### config.mk
export PLATFORM = sky130hd
export DESIGN_NAME = reg_writeback_unit
export DESIGN_NICKNAME = d
export VERILOG_FILES = /design/src/rtl/reg_writeback_unit_pkg.sv /design/src/rtl/reg_writeback_unit_wb_fifo.sv /design/src/rtl/reg_writeback_unit.sv
export SDC_FILE = /design/constraint.sdc
export NUM_CORES = 1
export LEC_CHECK = 0
export BUFFER_PORTS_ARGS = -buffer_cell sky130_fd_sc_hd__buf_2
export CORE_MARGIN = 2
export CORE_UTILIZATION = 56
export DETAILED_ROUTE_END_ITERATION = 16
export PLACE_DENSITY = 0.76
export RECOVER_POWER = 50
export SLEW_MARGIN = 20
export SYNTH_ARGS = -nofsm -noshare
export SYNTH_HDL_FRONTEND = slang
export SYNTH_SLANG_ARGS = --single-unit
### constraint.sdc
create_clock -name clock -period 9.47 [get_ports clock]
set_clock_uncertainty 0.1 [all_clocks]
set_input_delay 1.894 -clock clock [delete_from_list [all_inputs] [get_ports clock]]
set_output_delay 1.894 -clock clock [all_outputs]
set_load 0.02 [all_outputs]
### src/rtl/reg_writeback_unit_pkg.sv
// Shared widths, register-0 index and the write-back entry type for the register write side.
package reg_writeback_unit_pkg;

    localparam int unsigned AddrW   = 5;
    localparam int unsigned DataW   = 32;
    localparam int unsigned ZeroReg = 0;

    typedef struct packed {
        logic [AddrW-1:0] rd;
        logic [DataW-1:0] data;
    } wb_entry_t;

endpackage

### src/rtl/reg_writeback_unit_wb_fifo.sv
// In-order circular buffer of pending register writes, with an oldest-first view of every
// entry so the top level can run hazard compares against all of them in parallel.
module reg_writeback_unit_wb_fifo #(
    parameter int unsigned DEPTH  = 4,
    parameter int unsigned DATA_W = 32,
    parameter int unsigned ADDR_W = 5,
    localparam int unsigned CntW  = $clog2(DEPTH + 1),
    localparam int unsigned PtrW  = $clog2(DEPTH)
) (
    input  logic                     clk_i,
    input  logic                     rst_i,
    input  logic                     push_i,
    input  logic [ADDR_W-1:0]        push_rd_i,
    input  logic [DATA_W-1:0]        push_data_i,
    input  logic                     pop_i,
    output logic [ADDR_W-1:0]        head_rd_o,
    output logic [DATA_W-1:0]        head_data_o,
    output logic [CntW-1:0]          count_o,
    output logic [DEPTH-1:0]         ent_valid_o,
    output logic [DEPTH*ADDR_W-1:0]  ent_rd_o,
    output logic [DEPTH*DATA_W-1:0]  ent_data_o
);

    logic [ADDR_W-1:0] rd_mem_q   [DEPTH];
    logic [DATA_W-1:0] data_mem_q [DEPTH];
    logic [PtrW-1:0]   wr_ptr_q, wr_ptr_d;
    logic [PtrW-1:0]   rd_ptr_q, rd_ptr_d;
    logic [CntW-1:0]   cnt_q, cnt_d;

    always_comb begin
        wr_ptr_d = wr_ptr_q;
        rd_ptr_d = rd_ptr_q;
        if (push_i) wr_ptr_d = wr_ptr_q + PtrW'(1);
        if (pop_i)  rd_ptr_d = rd_ptr_q + PtrW'(1);
        cnt_d = cnt_q + CntW'(push_i) - CntW'(pop_i);
    end

    always_ff @(posedge clk_i) begin
        if (rst_i) begin
            wr_ptr_q <= '0;
            rd_ptr_q <= '0;
            cnt_q    <= '0;
        end else begin
            wr_ptr_q <= wr_ptr_d;
            rd_ptr_q <= rd_ptr_d;
            cnt_q    <= cnt_d;
        end
    end

    // Storage needs no reset: an entry is only observable while counted as valid.
    always_ff @(posedge clk_i) begin
        if (push_i) begin
            rd_mem_q[wr_ptr_q]   <= push_rd_i;
            data_mem_q[wr_ptr_q] <= push_data_i;
        end
    end

    assign head_rd_o   = rd_mem_q[rd_ptr_q];
    assign head_data_o = data_mem_q[rd_ptr_q];
    assign count_o     = cnt_q;

    // Slot k of the view is the k-th oldest entry.
    always_comb begin
        logic [PtrW-1:0] idx;
        ent_valid_o = '0;
        ent_rd_o    = '0;
        ent_data_o  = '0;
        for (int unsigned k = 0; k < DEPTH; k++) begin
            idx = rd_ptr_q + PtrW'(k);
            ent_valid_o[k]                 = CntW'(k) < cnt_q;
            ent_rd_o[k*ADDR_W +: ADDR_W]   = rd_mem_q[idx];
            ent_data_o[k*DATA_W +: DATA_W] = data_mem_q[idx];
        end
    end

endmodule

### src/rtl/reg_writeback_unit.sv
// Register file write side: arbitrates ALU/memory write-backs into a FIFO, drains one write
// per cycle to the write port and reports youngest-match hazards for the two read ports.
module reg_writeback_unit
    import reg_writeback_unit_pkg::*;
#(
    parameter int unsigned DEPTH       = 4,
    parameter int unsigned DATA_W      = DataW,
    parameter int unsigned ADDR_W      = AddrW,
    parameter bit          ZERO_REG_RO = 1'b1,
    localparam int unsigned CntW       = $clog2(DEPTH + 1)
) (
    input  logic              clock,
    input  logic              reset,
    input  logic              mem_valid,
    input  logic [ADDR_W-1:0] mem_rd,
    input  logic [DATA_W-1:0] mem_data,
    output logic              mem_ready,
    input  logic              alu_valid,
    input  logic [ADDR_W-1:0] alu_rd,
    input  logic [DATA_W-1:0] alu_data,
    output logic              alu_ready,
    output logic [ADDR_W-1:0] RW,
    output logic [DATA_W-1:0] BusW,
    output logic              WriteEnable,
    input  logic [ADDR_W-1:0] RA,
    input  logic [ADDR_W-1:0] RB,
    output logic              hazA,
    output logic              hazB,
    output logic [DATA_W-1:0] fwdA,
    output logic [DATA_W-1:0] fwdB,
    output logic [CntW-1:0]   count
);

    logic                    full, pop, push, mem_fire, alu_fire, discard;
    logic [ADDR_W-1:0]       in_rd, head_rd;
    logic [DATA_W-1:0]       in_data, head_data;
    logic [CntW-1:0]         cnt;
    logic [DEPTH-1:0]        ent_valid;
    logic [DEPTH*ADDR_W-1:0] ent_rd;
    logic [DEPTH*DATA_W-1:0] ent_data;
    logic                    we_q;
    logic [ADDR_W-1:0]       rw_q;
    logic [DATA_W-1:0]       busw_q;

    // Readiness ignores a same-cycle pop so the ready path never depends on the drain.
    assign full      = cnt == CntW'(DEPTH);
    assign mem_ready = !full;
    assign alu_ready = !full && !mem_valid;
    assign mem_fire  = mem_valid && mem_ready;
    assign alu_fire  = alu_valid && alu_ready;
    assign in_rd     = mem_fire ? mem_rd : alu_rd;
    assign in_data   = mem_fire ? mem_data : alu_data;
    assign discard   = ZERO_REG_RO && (in_rd == ADDR_W'(ZeroReg));
    assign push      = (mem_fire || alu_fire) && !discard;
    assign pop       = cnt != '0;

    reg_writeback_unit_wb_fifo #(
        .DEPTH  (DEPTH),
        .DATA_W (DATA_W),
        .ADDR_W (ADDR_W)
    ) u_fifo (
        .clk_i       (clock),
        .rst_i       (reset),
        .push_i      (push),
        .push_rd_i   (in_rd),
        .push_data_i (in_data),
        .pop_i       (pop),
        .head_rd_o   (head_rd),
        .head_data_o (head_data),
        .count_o     (cnt),
        .ent_valid_o (ent_valid),
        .ent_rd_o    (ent_rd),
        .ent_data_o  (ent_data)
    );

    always_ff @(posedge clock) begin
        if (reset) begin
            we_q   <= 1'b0;
            rw_q   <= '0;
            busw_q <= '0;
        end else begin
            we_q <= pop;
            if (pop) begin
                rw_q   <= head_rd;
                busw_q <= head_data;
            end
        end
    end

    assign WriteEnable = we_q;
    assign RW          = rw_q;
    assign BusW        = busw_q;
    assign count       = cnt;

    // Output stage is oldest; scanning FIFO slots oldest-first lets the youngest match win.
    always_comb begin
        hazA = 1'b0;
        hazB = 1'b0;
        fwdA = '0;
        fwdB = '0;
        if (we_q && rw_q == RA) begin
            hazA = 1'b1;
            fwdA = busw_q;
        end
        if (we_q && rw_q == RB) begin
            hazB = 1'b1;
            fwdB = busw_q;
        end
        for (int unsigned k = 0; k < DEPTH; k++) begin
            if (ent_valid[k] && ent_rd[k*ADDR_W +: ADDR_W] == RA) begin
                hazA = 1'b1;
                fwdA = ent_data[k*DATA_W +: DATA_W];
            end
            if (ent_valid[k] && ent_rd[k*ADDR_W +: ADDR_W] == RB) begin
                hazB = 1'b1;
                fwdB = ent_data[k*DATA_W +: DATA_W];
            end
        end
    end

endmodule

==> results.md <==
- Synthesized area per cell: 10.2 sq um
- CTS Buf Count: 17
- DRC viols: 0
- Final core occ: 62.8%
- Largest stage delay, worst path: 960 ps
- Initial DRT Pass Iterations: 7
- Power share of the sequential group: 31.2%
- Share of the synthesized area in the top cell type: 31.3%
- Vias in the first global route: 11600
- Slew Viols, Final: 81
- CTS HTree Levels: 4
- Top cells by area, synth: edfxtp_1 (31%), mux4_2 (9.7%), dfxtp_1 (6.6%)
- Die X: 163 um
- Synthesized Nets: 1494
- CP arrival: 5050 ps
- Die H: 163 um
- Setup TNS: 0 ps
- Area leader, netlist: edfxtp_1
- Tightest Pin Transition: 2740 ps
- Final setup vio count: 0
- Outcome: complete, but fails checks
- Failing checks: capacitance limit, slew limit
- Hpwl dp: 26100 um
- Die area: 26700 sq um
- Total gr overflow: 0
- Overall Power: 5.13 mW
- IO buf count: 196
- Reg2reg path depth: 10
- Root buffer cell: clkbuf_16
- IO Pins: 197
- Design Area, Final: 15700 sq um
- FF+latch count, synth: 195
- Cts hold-fix bufs: 0
- Routed wire length: 41500 um
- Worst hold endpoint: BusW[27]
- Largest fanout on the critical path: 65
- Total track usage: 31.4%
- Crit Path Category: flip-flop to primary output
- DP Area: 15200 sq um
- Hold path cells: 2
- WHS: 415 ps
- Iteration-0 DRC Markers: 1390
- Area grow syn2layout: 10.6%
- Vias/cell: 6.71
- Reg-to-reg setup timing slack: 4240 ps
- DRT antenna net count: 0
- Fin worst setup slack: 2430 ps
- Layout Nets: 1592
- Leakage: 5.81 nW
- PwrDens: 326 nW/um^2
- Slowest stage cell, crit path: dfxtp_4
- Pre-CTS setup slack: 2930 ps
- Post-cts resize count: 0
- Core area: 25000 sq um
- CP Cell Sequence: buf_4 > mux4_2 > xnor2_1 > and2_1 > o211ai_1 > buf_4 > nor2b_4 > or3b_2 > buf_2
- Peak Freq: 0.142 GHz
- TritonCTS clock tree: built
- Cell internal pwr: 2.67 mW
- Yosys cell types: 48
- Clock Power Share: 13.9%
- Clock insertion delay at the later pin of the skew report: 450 ps
- Min-delay src: BusW[27]
- Initial antenna violation count: 1
- Endpoints failing hold: 0
- Main synth FF type: edfxtp_1
- Initial Utilization: 56.8%
- Inst Count DP: 1806
- Worst setup EP type: primary output
- Crit path top cell by count: buf_4
- Clk slew on worst S/H paths: 80 ps
- Unrepaired setup endpoints after global routing: no
- First-pass GRT wire length: 64200 um
- Share of post-route cells with drive strength above 1: 22.6%
- Setup repair bufs after CTS: 0
- Sequential fraction of the synthesis area: 37.9%
- Vias: 12300
- DR WL/cell: 22.6 um
- Maximum VDD drop: 0.190 mV
- Yosys warns: 0
- Num rows: 58
- Worst Path Required: 7480 ps
- Fin crit share: 74.4%
- GP Congestion: 0.943
- FFs w/ async S/R, synth: 0%
- Synthesized area: 14200 sq um
- Critical R2R Launch: u_fifo.count_o[2]
- Longest Clk Path Bufs: 2
- Post-synth EDFFs: 148
- Comb power frac: 54.9%
- Final Non-Filler Cells: 1838
- Hold Crit Class: flip-flop to flip-flop
- Diode count: 0
- Switching pwr: 2.45 mW
- Critical path launch point type: flip-flop
- Sw Ratio: 47.9%
- Clock Sinks: 195
- Largest net degree at the start of global routing: 76
- Max Cap Violations: 2
- Max-Slew Margin vs Limit: -82.7%
- Cells after Synth: 1397
- Tmin final: 7040 ps
- Reg2reg end: u_fifo.count_o[2]
## area by class of cell
cell class | instances | area (sq um)
clock buffer | 18 | 429
inverter | 50 | 189
fill | 2071 | 9310
sequential | 195 | 5400
clock inverter | 14 | 144
tap | 330 | 413
multi-input combinational | 1008 | 8020
timing repair buffer | 223 | 1130
## cells by family after synthesis
family	synth area share [%]
simple gates	12.4
mux	19.9
buf+inv	5.98
xor+xnor	3.82
flops	37.9
compound gates	19.2
fa+ha+maj	0.845
## worst max path at each step
stage	start	to	slack, ps	cells past startpoint
finish	u_fifo.rd_ptr_q[1]	hazB	2430	9
global placement	RB[4]	hazB	2890	8
CTS	u_fifo.rd_ptr_q[1]	hazB	2480	9
global route	u_fifo.rd_ptr_q[1]	hazB	2230	9
detailed placement	RB[4]	hazB	2930	8
floorplan	RA[2]	fwdA[31]	3720	7
## routing by layer
layer / global-route usage [%] / vias up / share of wire [%]
met5: 0 / - / 0
met4: 13.3 / 0 / 3.5
met3: 6.07 / 131 / 11
met2: 49.2 / 805 / 46
met1: 43.0 / 5889 / 40
li1: - / 5507 / -
## synthesized netlist by cell type (all sizes together), types with 3 or more instances
cell,instances
a211o,32
mux4,61
and2,39
a21oi,92
nor3,41
nor4,7
inv,50
o221ai,65
dfxtp,47
clkbuf,66
nand3,9
o211ai,35
nand2,181
ha,8
a311o,32
nor2,70
o21ai,31
xnor2,32
a221oi,32
xor2,30
mux2i,77
edfxtp,148
nand4,3
buf,78
nor2b,29
a211oi,25
mux2,61
## sequential cells by signal, indices dropped and copies added (netlist names), named ones only
name	count
BusW	32
u_fifo.count_o	3
WriteEnable	1
u_fifo.data_mem_q	128
RW	5
u_fifo.rd_mem_q	20
u_fifo.rd_ptr_q	2
u_fifo.wr_ptr_q	2
## power by group through the flow
stage / Clock, mW / Combinational [mW] / Sequential (mW)
floorplan: 0 / 2.12 / 1.49
global placement: 0 / 2.75 / 1.59
detailed placement: 0 / 2.79 / 1.61
CTS: 0.719 / 2.80 / 1.59
global route: 0.760 / 3.02 / 1.64
finish: 0.715 / 2.81 / 1.60
## placed cells by master, fill, tap and decap left out, types with 44 or more instances in the layout
master    netlist  routed
a21oi_1        92      91
o221ai_1       44      44
mux2i_1        77      77
clkbuf_1       66      44
edfxtp_1      148     148
inv_1          49      48
mux4_2         61      61
buf_2          50     153
nor2_1         70      70
nand2_1       181     181
## worst max-delay path: cells and delay by family (launching register included)
family | cells | cell delay [ps]
simple gates | 3 | 1600
buf+inv | 3 | 1370
flops | 1 | 960
mux | 1 | 430
xor+xnor | 1 | 130
compound gates | 1 | 90
Power figures use the tool's default switching activity.
